<file path="src/rtl/phase_pkg.sv">
// ---------------------------------------------------------------------------
// phase_pkg
// Shared definitions for the phase sequencer: state encodings (also driven
// out on the `phase` port), the phase width and the default MEM_WAIT limit.
// ---------------------------------------------------------------------------
package phase_pkg;

    localparam int PHASE_W          = 3;
    localparam int MEM_WAIT_MAX_DEF = 15;

    typedef enum logic [PHASE_W-1:0] {
        ST_IDLE     = 3'd0,
        ST_IF       = 3'd1,
        ST_ID       = 3'd2,
        ST_ALU      = 3'd3,
        ST_MEM      = 3'd4,
        ST_MEM_WAIT = 3'd5,
        ST_RB       = 3'd6,
        ST_HALTED   = 3'd7
    } phase_e;

endpackage

</file>
<file path="src/rtl/mem_wait_timer.sv">
// ---------------------------------------------------------------------------
// mem_wait_timer
// Counts the cycles spent in MEM_WAIT and flags the cycle in which the
// count reaches MEM_WAIT_MAX.
//
// Ports:
//   clk      in   master clock
//   rst_n    in   asynchronous active-low reset (count -> 0)
//   clear    in   zero the count (asserted during the MEM cycle)
//   enable   in   advance the count (asserted during MEM_WAIT cycles)
//   expired  out  combinational; high in the MEM_WAIT cycle whose increment
//                 brings the count to MEM_WAIT_MAX, so the FSM spends exactly
//                 MEM_WAIT_MAX cycles in MEM_WAIT before the forced exit
// ---------------------------------------------------------------------------
module mem_wait_timer #(
    parameter int MEM_WAIT_MAX = 15,
    parameter int WAIT_W       = 8
) (
    input  logic clk,
    input  logic rst_n,
    input  logic clear,
    input  logic enable,
    output logic expired
);

    localparam logic [WAIT_W-1:0] MAX_C = WAIT_W'(MEM_WAIT_MAX);
    localparam logic [WAIT_W-1:0] ONE_C = WAIT_W'(1);

    logic [WAIT_W-1:0] count_q;
    logic [WAIT_W-1:0] count_d;
    logic [WAIT_W-1:0] count_inc;

    assign count_inc = count_q + ONE_C;

    always_comb begin
        count_d = count_q;
        if (clear) begin
            count_d = '0;
        end else if (enable) begin
            count_d = count_inc;
        end
    end

    // Compare the post-increment value: the first MEM_WAIT cycle sees
    // count_q = 0, so the MEM_WAIT_MAX-th cycle is the one that expires.
    assign expired = enable && !clear && (count_inc == MAX_C);

    always_ff @(posedge clk or negedge rst_n) begin
        if (!rst_n) begin
            count_q <= '0;
        end else begin
            count_q <= count_d;
        end
    end

endmodule

</file>
<file path="src/rtl/phase_sequencer.sv">
// ---------------------------------------------------------------------------
// phase_sequencer
// Generates the five phase strobes (IF, ID, ALU, MEM, RB/BR) for the
// multi-cycle control unit from one master clock. MEM is skipped for
// non-memory instructions and stretched by wait states until mem_ready or
// a MEM_WAIT_MAX timeout. Once halt is seen the sequencer parks in HALTED
// until reset.
//
// Optional feature (macro PHASE_SEQ_PERF_EN): adds cycle_cnt / instr_cnt
// performance counters.
//
// Ports:
//   clk          in   master clock
//   rst_n        in   asynchronous active-low reset
//   run          in   keep issuing instructions (sampled in IDLE and RB)
//   halt         in   halt request (sampled in ALU and RB)
//   mem_access   in   instruction is a load/store (sampled in ALU)
//   mem_ready    in   memory done (sampled in MEM and MEM_WAIT)
//   IF_clk .. RB_BR_clk  out  registered one-hot phase strobes
//   phase        out  current state encoding
//   instr_done   out  pulse coincident with RB_BR_clk
//   halted       out  high while in HALTED
//   mem_timeout  out  sticky, set on a forced MEM_WAIT exit
//   cycle_cnt    out  (PHASE_SEQ_PERF_EN) active cycles, frozen in IDLE/HALTED
//   instr_cnt    out  (PHASE_SEQ_PERF_EN) completed instructions
// ---------------------------------------------------------------------------
module phase_sequencer
    import phase_pkg::*;
#(
    parameter int MEM_WAIT_MAX = MEM_WAIT_MAX_DEF,
    parameter int WAIT_W       = 8,
    parameter int CNT_W        = 32
) (
    input  logic               clk,
    input  logic               rst_n,
    input  logic               run,
    input  logic               halt,
    input  logic               mem_access,
    input  logic               mem_ready,
    output logic               IF_clk,
    output logic               ID_clk,
    output logic               ALU_clk,
    output logic               MEM_clk,
    output logic               RB_BR_clk,
    output logic [PHASE_W-1:0] phase,
    output logic               instr_done,
    output logic               halted,
    output logic               mem_timeout
`ifdef PHASE_SEQ_PERF_EN
    ,
    output logic [CNT_W-1:0]   cycle_cnt,
    output logic [CNT_W-1:0]   instr_cnt
`endif
);

    phase_e state_q;
    phase_e state_d;

    logic if_q;
    logic id_q;
    logic alu_q;
    logic mem_q;
    logic rb_q;
    logic done_q;
    logic halted_q;
    logic timeout_q;

    logic timer_expired;
    logic timeout_set;

    mem_wait_timer #(
        .MEM_WAIT_MAX (MEM_WAIT_MAX),
        .WAIT_W       (WAIT_W)
    ) u_timer (
        .clk     (clk),
        .rst_n   (rst_n),
        .clear   (state_q == ST_MEM),
        .enable  (state_q == ST_MEM_WAIT),
        .expired (timer_expired)
    );

    always_comb begin
        state_d = state_q;
        unique case (state_q)
            ST_IDLE:     state_d = run ? ST_IF : ST_IDLE;
            ST_IF:       state_d = ST_ID;
            ST_ID:       state_d = ST_ALU;
            ST_ALU: begin
                if (halt)            state_d = ST_HALTED;
                else if (mem_access) state_d = ST_MEM;
                else                 state_d = ST_RB;
            end
            ST_MEM:      state_d = mem_ready ? ST_RB : ST_MEM_WAIT;
            ST_MEM_WAIT: state_d = (mem_ready || timer_expired) ? ST_RB : ST_MEM_WAIT;
            ST_RB: begin
                if (halt)      state_d = ST_HALTED;
                else if (!run) state_d = ST_IDLE;
                else           state_d = ST_IF;
            end
            ST_HALTED:   state_d = ST_HALTED;
            default:     state_d = ST_IDLE;
        endcase
    end

    // A completed memory access on the expiry cycle is not a timeout.
    assign timeout_set = (state_q == ST_MEM_WAIT) && !mem_ready && timer_expired;

    // Outputs are decoded from the next state and registered, so each strobe
    // rises together with the state it belongs to and stays glitch-free.
    always_ff @(posedge clk or negedge rst_n) begin
        if (!rst_n) begin
            state_q   <= ST_IDLE;
            if_q      <= 1'b0;
            id_q      <= 1'b0;
            alu_q     <= 1'b0;
            mem_q     <= 1'b0;
            rb_q      <= 1'b0;
            done_q    <= 1'b0;
            halted_q  <= 1'b0;
            timeout_q <= 1'b0;
        end else begin
            state_q   <= state_d;
            if_q      <= (state_d == ST_IF);
            id_q      <= (state_d == ST_ID);
            alu_q     <= (state_d == ST_ALU);
            mem_q     <= (state_d == ST_MEM);
            rb_q      <= (state_d == ST_RB);
            done_q    <= (state_d == ST_RB);
            halted_q  <= (state_d == ST_HALTED);
            timeout_q <= timeout_q | timeout_set;
        end
    end

    assign IF_clk      = if_q;
    assign ID_clk      = id_q;
    assign ALU_clk     = alu_q;
    assign MEM_clk     = mem_q;
    assign RB_BR_clk   = rb_q;
    assign instr_done  = done_q;
    assign halted      = halted_q;
    assign mem_timeout = timeout_q;
    assign phase       = state_q;

`ifdef PHASE_SEQ_PERF_EN
    logic [CNT_W-1:0] cycle_cnt_q;
    logic [CNT_W-1:0] instr_cnt_q;

    always_ff @(posedge clk or negedge rst_n) begin
        if (!rst_n) begin
            cycle_cnt_q <= '0;
            instr_cnt_q <= '0;
        end else begin
            if (state_q != ST_IDLE && state_q != ST_HALTED) begin
                cycle_cnt_q <= cycle_cnt_q + CNT_W'(1);
            end
            // instr_done is never high in HALTED, so this freezes there too.
            if (done_q) begin
                instr_cnt_q <= instr_cnt_q + CNT_W'(1);
            end
        end
    end

    assign cycle_cnt = cycle_cnt_q;
    assign instr_cnt = instr_cnt_q;
`endif

endmodule

</file>
<file path="config.mk">
export PLATFORM = sky130hd
export DESIGN_NAME = phase_sequencer
export DESIGN_NICKNAME = d
export VERILOG_FILES = /design/src/rtl/phase_pkg.sv /design/src/rtl/mem_wait_timer.sv /design/src/rtl/phase_sequencer.sv
export SDC_FILE = /design/constraint.sdc
export NUM_CORES = 1
export LEC_CHECK = 0
export BUFFER_PORTS_ARGS = -buffer_cell sky130_fd_sc_hd__buf_2
export CAP_MARGIN = 40
export CORE_MARGIN = 10
export CORE_UTILIZATION = 55
export CTS_CLUSTER_DIAMETER = 30
export DETAILED_ROUTE_END_ITERATION = 16
export HOLD_SLACK_MARGIN = 0.03
export PLACE_DENSITY = 0.78
export SYNTH_ARGS = -nofsm -noshare
export SYNTH_HDL_FRONTEND = slang
export SYNTH_SLANG_ARGS = --single-unit
export TNS_END_PERCENT = 100
</file>
<file path="constraint.sdc">
create_clock -name clk -period 3.6 [get_ports clk]
set_input_delay 0.18 -clock clk [delete_from_list [all_inputs] [get_ports clk]]
set_output_delay 0.18 -clock clk [all_outputs]
set_load 0.01 [all_outputs]
</file>
==> results.py <==
metrics = {
    "placement": {
        "dp_hpwl_um": 1520,
        "portBuffers": 16,
        "gp_congestion": 0.798,
        "pre_cts_slack_ps": 2070,
    },
    "layout": {
        "regArea_sq_um": 450,
        "multiInputGateArea_sq_um": 504,
        "fin_util": 0.657,
        "num-nets-final": 125,
        "area_growth_pct": 12.7,
        "filler_cell_count": 140,
        "diodes": 0,
        "layout-drive-gt1-share": 0.250,
    },
    "route": {
        "firstDrtPassIters": 4,
        "drt-initial-drc-count": 12,
        "route.detailed.drc": 0,
        "via_per_inst": 5.52,
        "ant_nets": 0,
        "vias": 778,
        "wire_per_inst_um": 14.5,
        "drt_wl_total_um": 2040,
    },
    "global_route": {
        "antenna_found_initial": 0,
        "grt_pass1_vias": 712,
        "grt_usage": 0.0999,
        "grt_max_degree": 19,
        "grt_pass1_wl_um": 3310,
        "grt-ovfl-total": 0,
    },
    "clock_tree": {
        "post_cts_resized": 0,
        "clk_path_buf_depth": 2,
        "cts_root_buffer": "clkbuf_4",
        "post-cts-setup-buffer-count": 0,
        "cts_max_level": 1,
        "cts.clk_slew.worst_paths_ps": 110,
        "postCtsHoldBufs": 1,
        "cts_tree": "built",
        "worstSkewPairLatency_ps": 290,
        "cts_buffers": 3,
        "cts.sinks": 18,
    },
    "power": {
        "p_leak_nw": 0.534,
        "ir_worst_vdd_uv": 393,
        "p_per_area_nw_per_um2": 698,
        "power_uw": 792,
    },
    "setup_path": {
        "crit_fanout": 12,
        "r2r_setup_slack_ps": 2040,
        "required_ps": 3800,
        "end_kind": "flop",
        "crit_type": "reg -> reg",
        "start_kind": "flop",
        "cp_data_arrival_time_ps": 1750,
    },
    "timing": {
        "worstMarginPinSlew_ps": 471,
        "hold_viol_final": 0,
        "fin_crit_ps": 1560,
        "fin_setup_tns_ps": 0,
        "setup_viol": 0,
        "finalCritPeriodShare": 0.432,
        "relSlewSlack": 0.686,
        "rsz0062_at_grt": "false",
        "fin_ws_ps": 2040,
        "timing.hold.ws_ps": 118,
        "timing.fmax_mhz": 643,
        "skew_ps": 7.54,
        "report.final.slew_viol_count": 0,
    },
    "floorplan": {
        "initial_core_util": 0.583,
        "die_y_um": 62.8,
        "rows": 15,
        "coreArea_sq_um": 1730,
        "dieArea_sq_um": 3940,
        "die_w_um": 62.8,
        "io_pins": 17,
    },
    "synth": {
        "async_flop_share": 1.00,
        "syn_inst": 100,
        "ys_types": 40,
        "synthesis.nets": 108,
        "synth_warnings": 0,
        "synth_top_area_cell": "dfrtp_1",
        "synth.top_cell.area_share": 0.447,
        "ys_seq_area_frac": 0.447,
        "synth_edf_count": 0,
        "synth_area_sq_um": 1010,
        "ys.flop_type": "dfrtp_1",
        "postSynthAreaPerCell_sq_um": 10.1,
        "ys_ff_latch": 18,
        "synthTopCellsByArea": "dfrtp_1 (45%), nor2_1 (3.4%), mux2i_1 (3.0%)",
    },
    "run_status": {
        "outcome": "completed",
    },
    "hold_path": {
        "hold_path.class": "in -> reg",
    },
    "run": {
        "drv_cap": 0,
    },
}
[synth_stat cells, types with 2 or more instances]
master	count
nand2b_1	4
ha_1	2
dfrtp_1	18
buf_2	3
o21ai_1	4
buf_4	2
inv_1	6
nor3_1	4
nor2_1	9
and3_1	2
a21oi_1	4
mux2i_1	3
xnor2_1	2
o22ai_1	2
o21ai_0	3
nand2_1	8
[path summary, 6_finish.rpt]
| check | startpoint | end | cells past startpoint |
|---|---|---|---|
| worst max register to register | phase[1] | halted | 4 |
| worst max-delay path | phase[1] | halted | 4 |
| max in group asynchronous | rst_n | u_timer.count_q[0] | 2 |
| worst min-delay path | mem_ready | mem_timeout | 2 |
| min in group asynchronous | rst_n | ALU_clk | 2 |
| worst min register to register | mem_timeout | mem_timeout | 2 |
[final cells by class]
type                       count  share of cell area
sequential                    18               0.397
clock buffer                   4              0.0320
inverter                       6              0.0198
timing repair buffer          17              0.0794
tap                           25              0.0276
multi-input combinational     71               0.444
[cells in the final DEF, fill, tap and decap left out, types with 2 or more instances in the layout]
master    count
a21oi_1       4
and3_1        2
buf_2        16
clkbuf_4      3
dfrtp_1      18
ha_1          2
inv_1         6
mux2i_1       3
nand2_1       8
nand2b_1      4
nor2_1        9
nor3_1        4
o21ai_0       3
o21ai_1       4
o22ai_1       2
xnor2_1       2
[power by group]
group	total, mW	switching (mW)	internal (mW)
registers	0.351	0.0930	0.258
logic	0.317	0.179	0.138
clock network	0.124	0.0627	0.0616
total	0.792	0.335	0.457
[routing by layer]
metal / track usage / vias up / share of wire / wire [um]
li1: - / 383 / - / -
met1: 0.135 / 384 / 0.52 / 1070
met2: 0.154 / 11 / 0.45 / 916
met3: 0.0305 / 0 / 0.028 / 58
met4: 0.0168 / 0 / 0 / 0
met5: 0 / - / 0 / 0
[registers in the layout (all words and copies together), names as in the netlist]
name,count
u_timer.count_q,8
halted,1
phase,3
mem_timeout,1
instr_done,1
ID_clk,1
MEM_clk,1
ALU_clk,1
IF_clk,1
[metrics by stage]
| step | area, sq um | std cells |
|---|---|---|
| after global routing | 1130 | 141 |
| after CTS | 1130 | 141 |
| after detailed placement | 1090 | 136 |
| final | 1130 | 141 |
| after global placement | 1090 | 136 |
| after floorplan | 1010 | 100 |
[kinds of logic after synthesis]
family	share of synthesized area
xor gates and xnor gates	0.0261
buffers and inverters	0.0522
and+or+nand+nor	0.241
AOI/OAI and AO/OA	0.179
adders and majority gates	0.0248
DFF	0.447
muxes	0.0298
[worst max-delay path: stages, from the launching register on]
cell and delay (ps):
dfrtp_1 510, nand2b_1 240, o32ai_1 120, a221oi_2 350, nor4b_2 250
Power figures use the tool's default switching activity.
